[src/rtl/multiline_block_reader.sv]
// rtl/multiline_block_reader.sv - reassembles BUF_AMOUNT line streams into BLOCK_W x BUF_AMOUNT raster blocks
// Optional output register: define MULTILINE_BLOCK_READER_OUT_REG_EN.
module multiline_block_reader #(
    parameter int BUF_AMOUNT  = 8,
    parameter int BLOCK_W     = 8,
    parameter int PX_WIDTH    = 8,
    parameter int FRAME_RES_X = 1280,
    localparam int TDATA_WIDTH = ((PX_WIDTH + 7) / 8) * 8
) (
    input  logic                                    clk_i,
    input  logic                                    rst_i,
    input  logic [BUF_AMOUNT-1:0][TDATA_WIDTH-1:0]  video_tdata_i,
    input  logic [BUF_AMOUNT-1:0]                   video_tvalid_i,
    output logic [BUF_AMOUNT-1:0]                   video_tready_o,
    input  logic [BUF_AMOUNT-1:0]                   video_tlast_i,
    input  logic [BUF_AMOUNT-1:0]                   video_tuser_i,
    output logic [TDATA_WIDTH-1:0]                  block_tdata_o,
    output logic                                    block_tvalid_o,
    input  logic                                    block_tready_i,
    output logic                                    block_tlast_o,
    output logic                                    block_tuser_o,
    output logic [TDATA_WIDTH/8-1:0]                block_tstrb_o,
    output logic [TDATA_WIDTH/8-1:0]                block_tkeep_o,
    output logic                                    block_tid_o,
    output logic                                    block_tdest_o,
    output logic                                    err_o
);
    localparam int BLK_N = FRAME_RES_X / BLOCK_W;
    localparam int COL_W = (BLOCK_W > 1) ? $clog2(BLOCK_W) : 1;
    localparam int ROW_W = (BUF_AMOUNT > 1) ? $clog2(BUF_AMOUNT) : 1;
    localparam int BLK_W = (BLK_N > 1) ? $clog2(BLK_N) : 1;

    logic [COL_W-1:0]       col_cnt_q, col_cnt_d;
    logic [ROW_W-1:0]       row_cnt_q, row_cnt_d;
    logic [BLK_W-1:0]       blk_cnt_q, blk_cnt_d;
    logic                   err_q, err_d;
    logic                   sel_valid, sel_last, sel_user, in_ready, accept;
    logic [TDATA_WIDTH-1:0] sel_data;
    logic                   col_end, row_end, blk_end, exp_last, blk_origin;

    always_comb begin
        sel_valid  = video_tvalid_i[row_cnt_q];
        sel_data   = video_tdata_i[row_cnt_q];
        sel_last   = video_tlast_i[row_cnt_q];
        sel_user   = video_tuser_i[row_cnt_q];
        col_end    = (col_cnt_q == COL_W'(BLOCK_W - 1));
        row_end    = (row_cnt_q == ROW_W'(BUF_AMOUNT - 1));
        blk_end    = (blk_cnt_q == BLK_W'(BLK_N - 1));
        exp_last   = blk_end && col_end;
        blk_origin = (col_cnt_q == '0) && (row_cnt_q == '0) && (blk_cnt_q == '0);
        accept     = sel_valid && in_ready && !rst_i;

        col_cnt_d = col_cnt_q;
        row_cnt_d = row_cnt_q;
        blk_cnt_d = blk_cnt_q;
        err_d     = err_q;
        if (accept) begin
            if (col_end) begin
                col_cnt_d = '0;
                if (row_end) begin
                    row_cnt_d = '0;
                    blk_cnt_d = blk_end ? '0 : blk_cnt_q + 1'b1;
                end else begin
                    row_cnt_d = row_cnt_q + 1'b1;
                end
            end else begin
                col_cnt_d = col_cnt_q + 1'b1;
            end
            // Line tlast only lines up with the counters at the stripe's last column.
            if ((sel_last != exp_last) || (sel_user && !blk_origin)) begin
                err_d = 1'b1;
            end
        end

        video_tready_o            = '0;
        video_tready_o[row_cnt_q] = in_ready && !rst_i;
    end

    always_ff @(posedge clk_i or posedge rst_i) begin
        if (rst_i) begin
            col_cnt_q <= '0;
            row_cnt_q <= '0;
            blk_cnt_q <= '0;
            err_q     <= 1'b0;
        end else begin
            col_cnt_q <= col_cnt_d;
            row_cnt_q <= row_cnt_d;
            blk_cnt_q <= blk_cnt_d;
            err_q     <= err_d;
        end
    end

`ifdef MULTILINE_BLOCK_READER_OUT_REG_EN
    logic                   out_valid_q;
    logic [TDATA_WIDTH-1:0] out_data_q;
    logic                   out_last_q, out_user_q;

    assign in_ready = !out_valid_q || block_tready_i;

    always_ff @(posedge clk_i or posedge rst_i) begin
        if (rst_i) begin
            out_valid_q <= 1'b0;
            out_data_q  <= '0;
            out_last_q  <= 1'b0;
            out_user_q  <= 1'b0;
        end else if (accept) begin
            out_valid_q <= 1'b1;
            out_data_q  <= sel_data;
            out_last_q  <= col_end && row_end;
            out_user_q  <= sel_user;
        end else if (block_tready_i) begin
            out_valid_q <= 1'b0;
        end
    end

    assign block_tvalid_o = out_valid_q;
    assign block_tdata_o  = out_data_q;
    assign block_tlast_o  = out_last_q;
    assign block_tuser_o  = out_user_q;
`else
    assign in_ready       = block_tready_i;
    assign block_tvalid_o = sel_valid && !rst_i;
    assign block_tdata_o  = sel_data;
    assign block_tlast_o  = col_end && row_end;
    assign block_tuser_o  = sel_user;
`endif

    assign block_tstrb_o = '1;
    assign block_tkeep_o = '1;
    assign block_tid_o   = 1'b0;
    assign block_tdest_o = 1'b0;
    assign err_o         = err_q;

endmodule

[config.mk]
export PLATFORM = sky130hd
export DESIGN_NAME = multiline_block_reader
export DESIGN_NICKNAME = d
export VERILOG_FILES = /design/src/rtl/multiline_block_reader.sv
export SDC_FILE = /design/constraint.sdc
export NUM_CORES = 1
export LEC_CHECK = 0
export ABC_AREA = 1
export CAP_MARGIN = 20
export CORE_ASPECT_RATIO = 2
export CORE_MARGIN = 5
export CORE_UTILIZATION = 34
export CTS_CLUSTER_DIAMETER = 40
export DETAILED_ROUTE_END_ITERATION = 8
export GPL_ROUTABILITY_DRIVEN = 0
export GPL_TIMING_DRIVEN = 0
export PLACE_DENSITY = 0.83
export SETUP_SLACK_MARGIN = 0.2
export SYNTH_ARGS = -nofsm -noshare
export SYNTH_HDL_FRONTEND = slang
export SYNTH_SLANG_ARGS = --single-unit
[constraint.sdc]
create_clock -name clk_i -period 1.3 [get_ports clk_i]
set_input_delay 0.195 -clock clk_i [delete_from_list [all_inputs] [get_ports clk_i]]
set_output_delay 0.195 -clock clk_i [all_outputs]
set_load 0.02 [all_outputs]
==> results.rst <==
.. list-table::
   :header-rows: 1

   * - Metric
     - Value
   * - Count of endpoints failing setup in the final report
     - 34
   * - Clk_lat worst skew
     - roughly 260 ps
   * - DR WL/cell
     - 18.46 um
   * - Sum of buffers and inverters on the critical path
     - 4
   * - CTS H-tree depth
     - 1
   * - Post-synth design cell area
     - around 0.0019 mm^2
   * - Ant diodes
     - 0
   * - CTS Hold Bufs
     - 0
   * - Cell breakdown of the critical path
     - buf_8 > buf_4 > nand3_4 > inv_6 > a22oi_2 > nand3_1 > or2_4 > buf_6
   * - Wire length of the first global-routing pass
     - between 10 and 15 mm
   * - Switching pwr
     - 1812 uW
   * - Standard-cell row count
     - 38
   * - Top area cells in the synthesized netlist
     - sky130_fd_sc_hd__nand2_1 (25%), sky130_fd_sc_hd__dfrtp_1 (20%), sky130_fd_sc_hd__inv_1 (5.8%), sky130_fd_sc_hd__ha_1 (5.4%), sky130_fd_sc_hd__nand4_1 (5.0%)
   * - Count of warnings emitted by yosys
     - 0
   * - Num CTS Buffers
     - 3
   * - Initial core utilization
     - 0.3468
   * - Critical Path Start Type
     - flip-flop
   * - Area of the die
     - 0.007149 mm^2
   * - Max stage delay cell, worst path
     - sky130_fd_sc_hd__dfrtp_1
   * - Number of buffers between clock root and the deepest sink
     - 2
   * - Dominant synthesized flop cell
     - sky130_fd_sc_hd__dfrtp_1
   * - Clock root buffer
     - sky130_fd_sc_hd__clkbuf_8
   * - Final hold viol count
     - 0
   * - Worst min-delay path class
     - input pin to async pin
   * - Net count reported at finish
     - about 550
   * - Signed area change from the synthesized netlist to the final layout
     - 106.0%
   * - Max IR drop VDD
     - 1.159 mV
   * - Worst Hold Margin
     - between 200 and 250 ps
   * - Largest net degree at the start of global routing
     - 16
   * - Combinational Power Share
     - 0.750
   * - Setup repair after global routing missed its margin
     - yes
   * - Leak Pwr
     - roughly 0.0018 uW
   * - Xor and xnor area share after synthesis
     - 0.01880
   * - Most used cells in the layout excluding fill and tap cells
     - sky130_fd_sc_hd__nand2_1 (111), sky130_fd_sc_hd__clkdlybuf4s50_1 (89), sky130_fd_sc_hd__buf_4 (32)
   * - FF+latch count, synth
     - 15
   * - Crit path required time
     - between 1000 and 1500 ps
   * - Switching portion of total power
     - 0.4578
   * - Failing checks
     - negative setup slack
   * - Top cell type's share of synthesized area
     - 0.2518
   * - Highest cell delay on the worst timing path
     - around 400 ps
   * - Final Skew
     - between 6 and 7 ps
   * - Clock Pin Slew Worst Setup and Hold Paths
     - 70 ps
   * - Placeable core area
     - 0.005373 mm^2
   * - Proportion of synthesized area in mux cells
     - 0
   * - Post-synthesis compound-gate area fraction
     - 0.09201
   * - DRC marker count from the first detailed-route iteration
     - roughly 170
   * - Post-Synthesis Mean Instance Area
     - roughly 6.2 um^2
   * - Routed vias/inst
     - between 5 and 6
   * - Cell type group with the largest total delay on the critical path
     - simple AND/OR/NAND/NOR gates
   * - Register area share after synthesis
     - 0.2015
   * - Overall fraction of global-route tracks in use
     - 0.2364
   * - Yosys cell types
     - 33
   * - Post-detail-place hpwl
     - ~6.4 mm
   * - Share of total power in the clock network
     - 0.101
   * - Share of synthesized flip-flops with an asynchronous set or reset
     - 1.000
   * - Width of the die
     - approximately 62 um
   * - Detail Route Antenna Nets
     - 0
   * - Largest area contributor in the synthesized netlist
     - sky130_fd_sc_hd__nand2_1
   * - Number of enable-type register cells in the synthesized netlist
     - 0
   * - Number of antenna violations at the first check in global routing
     - 0
   * - Dominant combinational cell family by area after synthesis
     - simple AND/OR/NAND/NOR gates
   * - Number of max-cap violations
     - 0
   * - Final critical-path required period
     - just over 2000 ps
   * - Total detailed-routing wirelength
     - about 9.5 mm
   * - Overall via count from detail_route
     - 2727
   * - Total power
     - roughly 4000 uW
   * - Residual overflow from global routing
     - 0
   * - Category of the most critical setup path
     - flip-flop to output port
   * - Number of max-slew violations in the final report
     - 0
   * - Most common cell after layout, fill and taps aside
     - sky130_fd_sc_hd__nand2_1
   * - Die height
     - ~110 um
   * - Cell count after synthesis
     - 300
   * - Final worst path period share
     - 1.583
   * - Via count of the first global-routing pass
     - around 2.7k
   * - Pwr Density
     - about 1000 mW/mm^2
   * - Final routed DRC violation total
     - 0
   * - Arrival @ worst endpoint
     - approximately 1900 ps
   * - Status
     - complete, but fails checks
   * - Maximum net fanout on the critical path
     - 7
   * - Worst Setup Slack, final
     - -757.7 ps
   * - F_max
     - approximately 0.49 GHz
   * - Internal cell power
     - approximately 2100 uW
   * - Clock sinks
     - 15
   * - Number of I/O pins
     - about 120
   * - Synthesized-area fraction occupied by and/or/nand/nor cells
     - 0.4936
   * - Fraction of final layout cells with drive strength greater than 1
     - 0.3135
   * - Router iterations before antenna repair
     - 4
   * - Port buffer count
     - between 100 and 150
   * - TritonCTS clock tree
     - built
   * - Sequential cell fraction of total power
     - 0.149
   * - Kind of capture point of the worst setup path
     - output port
   * - Synthesized-area fraction occupied by adder cells
     - 0.05373
   * - Post-placement worst setup slack
     - -1268 ps
cells by family (layout without fill, tap and decap cells):
family	after synthesis	count (layout)
AO/OA/AOI/OAI	23	23
buffers and inverters	50	201
other	2	4
flip-flops	15	15
adder cells (fa/ha/maj)	8	8
XOR/XNOR	4	4
AND/OR/NAND/NOR	198	198
stage by stage:
| step | util | cell area (um^2) | std cells | TNS [ps] |
|---|---|---|---|---|
| global placement | 0.5894 | 3167 | 472 | -33110 |
| CTS | 0.6700 | 3600 | 501 | -13910 |
| finish | 0.7143 | 3837 | 513 | -16060 |
| global route | 0.7143 | 3837 | 513 | -17710 |
| detailed placement | 0.5894 | 3167 | 472 | -34810 |
| floorplan | - | 1991 | 302 | -2765 |
cell usage after synthesis (all sizes together), types with 2 or more instances:
| master | n |
|---|---|
| nand3 | 17 |
| xor2 | 4 |
| nor2 | 25 |
| a221oi | 5 |
| buf | 10 |
| a22oi | 9 |
| a22o | 4 |
| inv | 38 |
| nor3 | 5 |
| nand2 | 131 |
| nand4 | 15 |
| dfrtp | 15 |
| a21oi | 4 |
| nand3b | 3 |
| conb | 2 |
| ha | 8 |
sequential cells by signal (all words and copies together) (netlist names):
signal and flops:
blk_cnt_q 8, col_cnt_q 3, row_cnt_q 3, err_o 1
final cells by class:
type                            instances  area [um^2]
Buffer                                 11        108.9
Inverter                               39        229.0
Sequential cell                        15        375.4
Timing Repair Buffer                  147         1436
Multi-Input combinational cell        237         1568
Clock buffer                            4        45.04
Fill cell                             373         1535
Tap cell                               60        75.07
timing repair:
item,4_1_cts,5_1_grt
setup endpoints to repair,35,35
setup buffers,24,12
cloned,1,0
gates resized for setup,159,39
pin swaps,23,30
per-layer routing:
metal / global-route usage / vias to the layer above / routed length (um)
met3: 0.06287 / 39 / 711
li1: - / 1263 / -
met1: 0.2146 / 1279 / 2988
met5: 0 / - / 0
met4: 0.1416 / 0 / 600
met2: 0.4522 / 146 / 5172
worst register-to-register path, delay by kind of cell, from the launching register on:
| family | cells | cell delay, ps |
|---|---|---|
| buffers and inverters | 5 | 660 |
| and+or+nand+nor | 7 | 640 |
| DFF | 1 | 400 |
final timing paths:
| path | cells after the start | slack [ps] | end | start |
|---|---|---|---|---|
| max in group asynchronous | 3 | 870 | err_o | rst_i |
| worst max register to register | 12 | -520 | row_cnt_q[1] | row_cnt_q[0] |
| worst min-delay path | 3 | 230 | blk_cnt_q[4] | rst_i |
| worst max-delay path | 8 | -760 | block_tdata_o[4] | row_cnt_q[1] |
| worst min register to register | 2 | 470 | err_o | err_o |
| min in group clk_i | 2 | 470 | err_o | err_o |
power by group through the flow:
stage                     Sequential, uW  Combinational (uW)  Clock [uW]
after CTS                            581                2610         401
after global routing                 604                3150         421
after floorplan                      583                1490           0
final                                592                2970         399
after global placement               587                2290           0
after detailed placement             592                2340           0
Power figures use the tool's default switching activity.
